==> config.mk <==
export PLATFORM = sky130hd
export DESIGN_NAME = datapath_sequencer
export DESIGN_NICKNAME = d
export VERILOG_FILES = /design/src/rtl/datapath_seq_pkg.sv /design/src/rtl/datapath_sequencer_wait_counter.sv /design/src/rtl/datapath_sequencer.sv
export SDC_FILE = /design/constraint.sdc
export NUM_CORES = 1
export LEC_CHECK = 0
export CORE_AREA = 3 3 103 145
export DETAILED_ROUTE_END_ITERATION = 7
export DIE_AREA = 0 0 106 148
export PLACE_DENSITY = 0.82
export RECOVER_POWER = 50
export SYNTH_ARGS = -nofsm -noshare
export SYNTH_HDL_FRONTEND = slang
export SYNTH_SLANG_ARGS = --single-unit
==> constraint.sdc <==
create_clock -name clock -period 2.47 [get_ports clock]
set_clock_uncertainty 0.2 [all_clocks]
set_input_delay 0.494 -clock clock [delete_from_list [all_inputs] [get_ports clock]]
set_output_delay 0.494 -clock clock [all_outputs]
set_load 0.01 [all_outputs]
==> src/rtl/datapath_seq_pkg.sv <==
// ============================================================================
// Module      : datapath_seq_pkg
// Description : Shared state encoding, opcode constants and register-select
//               bit indices for the datapath sequencer.
// Revision    : 1.0 - initial release
// ============================================================================
`default_nettype none

package datapath_seq_pkg;

  typedef enum logic [2:0] {
    ST_IDLE   = 3'd0,
    ST_LOAD_A = 3'd1,
    ST_LOAD_B = 3'd2,
    ST_WAIT   = 3'd3,
    ST_EXEC   = 3'd4,
    ST_DONE   = 3'd5
  } seq_state_e;

  localparam logic [3:0] OP_MUL          = 4'hA;
  localparam logic [3:0] OP_DIV          = 4'hB;
  localparam logic [3:0] OP_ILLEGAL_BASE = 4'hC;

  localparam int unsigned SEL_RA = 0;
  localparam int unsigned SEL_RB = 1;
  localparam int unsigned SEL_RZ = 2;

  function automatic logic op_is_illegal(input logic [3:0] op);
    return (op >= OP_ILLEGAL_BASE);
  endfunction

  function automatic logic op_is_muldiv(input logic [3:0] op);
    return (op == OP_MUL) || (op == OP_DIV);
  endfunction

endpackage

`default_nettype wire

==> src/rtl/datapath_sequencer_wait_counter.sv <==
// ============================================================================
// Module      : seq_wait_counter
// Description : Loadable 4-bit down-counter; done flags the final wait cycle.
// Revision    : 1.0 - initial release
// ============================================================================
`default_nettype none

module seq_wait_counter (
  input  logic       clock,
  input  logic       clear,
  input  logic       load_i,
  input  logic [3:0] load_val_i,
  input  logic       en_i,
  output logic       done_o
);

  logic [3:0] count_q;
  logic [3:0] count_d;

  always_comb begin
    count_d = count_q;
    if (load_i) begin
      count_d = load_val_i;
    end else if (en_i && (count_q != 4'd0)) begin
      count_d = count_q - 4'd1;
    end
  end

  always_ff @(posedge clock or negedge clear) begin
    if (!clear) begin
      count_q <= 4'd0;
    end else begin
      count_q <= count_d;
    end
  end

  // A zero count also reports done so a stray WAIT entry can never stall.
  assign done_o = (count_q <= 4'd1);

endmodule

`default_nettype wire

==> src/rtl/datapath_sequencer.sv <==
// ============================================================================
// Module      : datapath_sequencer
// Description : Drives a register/ALU datapath through load-A, load-B,
//               optional MUL/DIV settle, execute, and response handshake.
//               Optional DATAPATH_SEQ_OP_COUNT_EN adds the op_count output.
// Revision    : 1.0 - initial release
// ============================================================================
`default_nettype none

module datapath_sequencer
  import datapath_seq_pkg::*;
#(
  parameter int unsigned MULDIV_WAIT = 4
) (
  input  logic        clock,
  input  logic        clear,
  input  logic        req_valid,
  output logic        req_ready,
  input  logic [3:0]  req_op,
  input  logic [31:0] req_a,
  input  logic [31:0] req_b,
  output logic        resp_valid,
  input  logic        resp_ready,
  output logic [63:0] resp_result,
  output logic        resp_error,
  output logic [3:0]  op_select,
  output logic [15:0] register_select,
  output logic [31:0] register_in,
  input  logic [63:0] rz_data
`ifdef DATAPATH_SEQ_OP_COUNT_EN
  ,
  output logic [31:0] op_count
`endif
);

  localparam logic [3:0] WAIT_LOAD = 4'(MULDIV_WAIT);

  seq_state_e  state_q, state_d;
  logic [3:0]  op_q;
  logic [31:0] a_q, b_q;
  logic        err_q;
  logic [63:0] result_q, result_d;
  logic        accept;
  logic        wait_done;

  assign accept = req_valid && (state_q == ST_IDLE);

  seq_wait_counter u_wait_counter (
    .clock      (clock),
    .clear      (clear),
    .load_i     ((state_q == ST_LOAD_B) && op_is_muldiv(op_q)),
    .load_val_i (WAIT_LOAD),
    .en_i       (state_q == ST_WAIT),
    .done_o     (wait_done)
  );

  always_ff @(posedge clock or negedge clear) begin
    if (!clear) begin
      state_q <= ST_IDLE;
    end else begin
      state_q <= state_d;
    end
  end

  always_comb begin
    state_d = state_q;
    case (state_q)
      ST_IDLE:   if (req_valid) state_d = op_is_illegal(req_op) ? ST_DONE : ST_LOAD_A;
      ST_LOAD_A: state_d = ST_LOAD_B;
      ST_LOAD_B: state_d = op_is_muldiv(op_q) ? ST_WAIT : ST_EXEC;
      ST_WAIT:   if (wait_done) state_d = ST_EXEC;
      ST_EXEC:   state_d = ST_DONE;
      ST_DONE:   if (resp_ready) state_d = ST_IDLE;
      default:   state_d = ST_IDLE;
    endcase
  end

  always_comb begin
    req_ready       = (state_q == ST_IDLE);
    resp_valid      = (state_q == ST_DONE);
    resp_error      = (state_q == ST_DONE) && err_q;
    resp_result     = result_q;
    op_select       = 4'd0;
    register_select = 16'd0;
    register_in     = 32'd0;
    case (state_q)
      ST_LOAD_A: begin
        op_select               = op_q;
        register_select[SEL_RA] = 1'b1;
        register_in             = a_q;
      end
      ST_LOAD_B: begin
        op_select               = op_q;
        register_select[SEL_RB] = 1'b1;
        register_in             = b_q;
      end
      ST_WAIT: op_select = op_q;
      ST_EXEC: begin
        op_select               = op_q;
        register_select[SEL_RZ] = 1'b1;
      end
      default: ;
    endcase
  end

  // rz is captured on the edge into DONE; illegal requests reach DONE from IDLE.
  always_comb begin
    result_d = result_q;
    if ((state_d == ST_DONE) && (state_q != ST_DONE)) begin
      result_d = (state_q == ST_IDLE) ? 64'd0 : rz_data;
    end
  end

  always_ff @(posedge clock or negedge clear) begin
    if (!clear) begin
      op_q     <= 4'd0;
      a_q      <= 32'd0;
      b_q      <= 32'd0;
      err_q    <= 1'b0;
      result_q <= 64'd0;
    end else begin
      result_q <= result_d;
      if (accept) begin
        op_q  <= req_op;
        a_q   <= req_a;
        b_q   <= req_b;
        err_q <= op_is_illegal(req_op);
      end
    end
  end

`ifdef DATAPATH_SEQ_OP_COUNT_EN
  logic [31:0] op_count_q;

  always_ff @(posedge clock or negedge clear) begin
    if (!clear) begin
      op_count_q <= 32'd0;
    end else if (resp_valid && resp_ready) begin
      op_count_q <= op_count_q + 32'd1;
    end
  end

  assign op_count = op_count_q;
`endif

endmodule

`default_nettype wire

# Yosys cells after proc, flatten, opt, wreduce, memory -nomap -nowiden
# Cells that the tools add are included.
[classes] addsub=1 n_lt_le_gt_ge=2 n_eq_ne=9 mux=14 n_reduce_logical=10
[op_table] operator="two-way mux 64 bit" n=1
[op_table] operator="one-hot mux 32 bit (2 select lines)" n=1
[op_table] operator="one-hot mux 3 bit (6 select lines)" n=1
[op_table] operator="two-way mux 3 bit" n=5
[op_table] operator="two-way mux 4 bit" n=3
[op_table] operator="== test 3 bit, second input constant" n=3
[op_table] operator="== test 4 bit, second input constant" n=2
[op_table] operator="== test 3 x 2 -> 1 bit, second input constant" n=2
[op_table] operator="logical AND 1 bit" n=5
[op_table] operator="greater-or-equal comparator 4 bit, second input constant" n=1
[op_table] operator="<= comparator 4 x 1 -> 1 bit, second input constant" n=1
[op_table] operator="nonzero test 4 bit" n=1
[op_table] operator="OR reduction 4 bit" n=1
[op_table] operator="subtractor 4 x 1 -> 4 bit, second input constant" n=1
[op_table] operator="== test 3 x 1 -> 1 bit, second input constant" n=1
[op_table] operator="logical NOT 3 bit" n=1
[op_table] operator="two-way mux 1 bit" n=3
[op_table] operator="inequality test 3 bit, second input constant" n=1
[op_table] operator="nonzero test 2 bit" n=1
[op_table] operator="logical OR 1 bit" n=1
[totals] reg_bits=140 in_bits=136 out_inout_bits=119

# Longest topological paths before layout
[depth] ltp_word=6 ltp_mapped=8

# By module
# A second synthesis with hierarchy kept.
[unflattened] hier_cells=704 area_unflattened_um2=7991.4
[by_module_without_submodules] mod="datapath_sequencer" n_inst=1 cells_per_inst=672 area_per_inst_um2=7717.4 seq_area_each_um2=3403.3
[by_module_without_submodules] mod="seq_wait_counter" n_inst=1 cells_per_inst=32 area_per_inst_um2=274.0 seq_area_each_um2=100.1

# Least setup slack after synthesis
# OpenSTA, ideal clock, no wires.
[synth_path] path_type="reg-to-output" start="register state_q[0]" end="output port register_in[11]" arrival_time_ns=1.559 required_time_ns=1.776 path_slack_ns=0.217 stages_incl_launch_ff=5 path_cell_list="dfrtp_1 buf_2 nor3b_1 clkbuf_1 a22o_1"
[synth_between] elab_chain_len=2 elab_cells_between_ends=3
[synth_lines] element="start, declared" line_no="datapath_sequencer.sv:38" source="seq_state_e state_q, state_d;"
[synth_lines] element="start signal, assigned" line_no="datapath_sequencer.sv:61" source="state_q <= state_d;"
[synth_lines] element="== test 3 x 2 -> 1 bit or == test 3 x 1 -> 1 bit (tied branches)" line_no="datapath_sequencer.sv:86" source="case (state_q)"
[synth_lines] element="one-hot mux 32 bit (2 select lines) *" line_no="datapath_sequencer.sv:86"
[synth_lines] element="end, declared" line_no="datapath_sequencer.sv:28" source="output logic [31:0] register_in,"
# Every way passes the cells marked *; elsewhere a longest branch is shown, timed or not.

# Final worst setup path
[layout_path] start="register state_q[1]" end="output port register_in[3]"
# Same word-level chain as after synthesis.

==> flow_summary.ini <==
[clock_tree]
clk_pin_slew_ns = 0.06
clk_latency_ns = 0.42
cts_made_buffers = 17
clock_sinks = 140
h-tree-depth = 4
root_buffer = clkbuf_16
clk_path_buf_depth = 2
cts_tree = built

[final_layout]
areaGrowthSynthToFinish_pct = 58.8
final_cell_mix = 207 x nand2_1, 198 x clkdlybuf4s50_1, 137 x dfrtp_1
fillCellCount = 1030
final_cell_area_um2 = 9140
diodes = 0
stdcell_count = 1003
layout.cells.most_common = nand2_1
seqCellArea_um2 = 3510
drive_gt1_share_pct = 16.1
multi_input_area_um2 = 2080
final_nets = 944

[logic_synthesis]
synthArstFlopShare_pct = 100
postSynthAreaPerCell_um2 = 10.7
yosysTopAreaCellShare_pct = 60.9
ys_seq_area_share_pct = 60.9
synthFlopType = dfrtp_1
synthCells = 540
synth_edf_count = 0
netlist_area_um2 = 5760
synth.distinct_cells = 37
ys_ff_latch = 140
synth_warnings = 0
synth.area.top_cells = dfrtp_1 61%, a22o_1 15%, nand2_1 14%
synth_top_cell_by_area = dfrtp_1

[floorplanning]
rows = 51
dieArea_um2 = 15700
initial_utilization_pct = 41.8
core_area_um2 = 13800
fp.dieH_um = 148
io_pins = 255
die_x_um = 106

[placed_design]
dp_cells = 948
dpl_cell_area_um2 = 8380
place_hpwl_um = 12000
port_buffers = 241
routabilityCongestion = 0.785

[timing]
whs_ns = 0.281
max_freq_ghz = 0.408
relSlewSlack_pct = 15.9
worst-slew-pin-transition_ns = 1.26
setup_viol = 0
rsz0062_at_grt = yes
slew_viol_final = 0
hold_viol = 0
period_minus_slack_ns = 2.45
fin_crit_sh_pct = 99.2

[detailed_routing]
ant_nets = 0
wirelength_met1_um = 6980
viasPerCell = 5.19
num_vias = 5203
first_pass_iters = 4
drt_iter0_drc = 269
routedWlPerCell_um = 17.7
drt_drc_violations_left = 0
wl_met3_um = 1630
finalWirelength_um = 17800
dr.max_layer_used = met4
wl_met2_um = 8810

[pwr]
clockPowerShare_pct = 20.3
p_comb_share_pct = 45.5
powerDensity_nw_per_um2 = 1340
power.net_switching_uw = 4400
p_int_uw = 7830
p_seq_share_pct = 34.2
ir_drop_mv = 0.782
p_leak_uw = 0.00450
swShare_pct = 36.0

[worst_setup_path]
cp_slowest_cell = dfrtp_2
worstRegToRegCells = 6
endpoint = register_in[3]
r2r_start = state_q[2]
cp_slowest_stage_delay_ns = 0.45
crit_start = state_q[1]
cpMostUsedCell = buf_6
r2r_setup_slack_ns = 0.08
cp-end-kind = primary output
reg2reg_to = resp_result[6]
arrival_ns = 1.76
cp.required_ns = 1.78
worstPathMaxFanout = 5
crit_chain = nor3b_4 > buf_6 > buf_8 > buf_6 > a22o_1 > buf_2
start_kind = flip-flop
critical_path_class = flip-flop to primary output

[global_route]
first_global_vias = 5630
grt_pass1_wl_um = 28700
grt_usage_pct = 23.1
antenna_found_initial = 0
globalRoute.totalOverflow = 0
grt_start_max_net_pins = 70

[flow_run]
maxCapViolCount = 0

[worst_hold_path]
hold_class = flip-flop to flip-flop

[status]
status = finished, final reports clean
-- worst min path at each step --
stage	start	to	slack, ns	cells after the start
after detailed placement	a_q[23]	a_q[23]	0.26	2
after CTS	a_q[3]	a_q[3]	0.28	2
after floorplan	clear	a_q[0]	-0.002	0
after global routing	a_q[22]	a_q[22]	0.30	2
final	err_q	err_q	0.28	2
after global placement	clear	a_q[4]	0.26	1
-- synthesized netlist by cell type, types with 2 or more instances --
master,instances
nand2_1,208
dfrtp_1,140
a22o_1,96
clkbuf_1,20
buf_4,13
buf_6,8
buf_1,7
and2_1,5
nor2_1,4
ha_1,3
inv_1,3
nand3_1,3
buf_2,2
nand2b_1,2
nor3_1,2
o21ai_0,2
or3_1,2
-- kinds of logic (layout without fill, tap and decap cells) --
logic type	Yosys count	in the layout	share of synthesized area, %
and+or+nand+nor	235	235	16.8
DFF	140	140	60.9
AOI/OAI and AO/OA	104	104	15.6
buffers and inverters	53	319	5.39
adders and majority gates	3	3	0.652
xor gates and xnor gates	2	2	0.304
muxes	2	2	0.369
other	1	13	0.0651
-- per-layer routing --
metal / up-vias / global-route usage (%)
met3: 30 / 9.04
li1: 2343 / -
met4: 0 / 8.68
met5: - / 0
met1: 2572 / 26.3
met2: 258 / 39.1
-- flip-flops by register name, summed over array words and instances, names as in the netlist --
| register | cells |
|---|---|
| resp_result | 64 |
| a_q | 32 |
| b_q | 32 |
| op_q | 4 |
| u_wait_counter.count_q | 4 |
| state_q | 3 |
| err_q | 1 |
-- metrics by stage --
step | power [uW] | util [%] | worst slack (ns) | setup TNS [ns]
global route | 13000 | 66.3 | -0.0409 | -0.207
detailed placement | 9470 | 60.8 | -0.128 | -0.677
floorplan | 6750 | - | 0.217 | 0
CTS | 12200 | 66.3 | -0.143 | -1.04
global placement | 9200 | 60.8 | -0.132 | -0.132
finish | 12200 | 66.3 | 0.0204 | 0
-- power groups by stage --
stage | Clock (uW) | Sequential, uW | Combinational, uW
floorplan | 0 | 4250 | 2500
global placement | 0 | 4110 | 5080
detailed placement | 0 | 4190 | 5270
CTS | 2540 | 4170 | 5510
global route | 2640 | 4310 | 6040
finish | 2480 | 4180 | 5570
-- layout make-up --
cell class	count	area share [%]
Sequential cell	140	38.4
Clock buffer	17	4.65
Tap cell	185	2.53
Multi-Input combinational cell	359	22.8
Inverter	3	0.123
Clock inverter	15	1.70
Timing Repair Buffer	284	29.9
-- critical path: cells and delay by family, from the launching register on --
family	cells	cell delay, ns
AOI/OAI and AO/OA	1	0.19
DFF	1	0.45
buffers and inverters	4	0.53
and+or+nand+nor	1	0.17
-- repair_timing --
action,4_1_cts,5_1_grt
resized for setup,174,25
setup endpoints to repair,42,98
endpoints found under the hold margin,45,0
buffers inserted,20,2
hold buffers,1,0
pin swaps,17,11
gates cloned,3,1
Power figures use the tool's default switching activity.
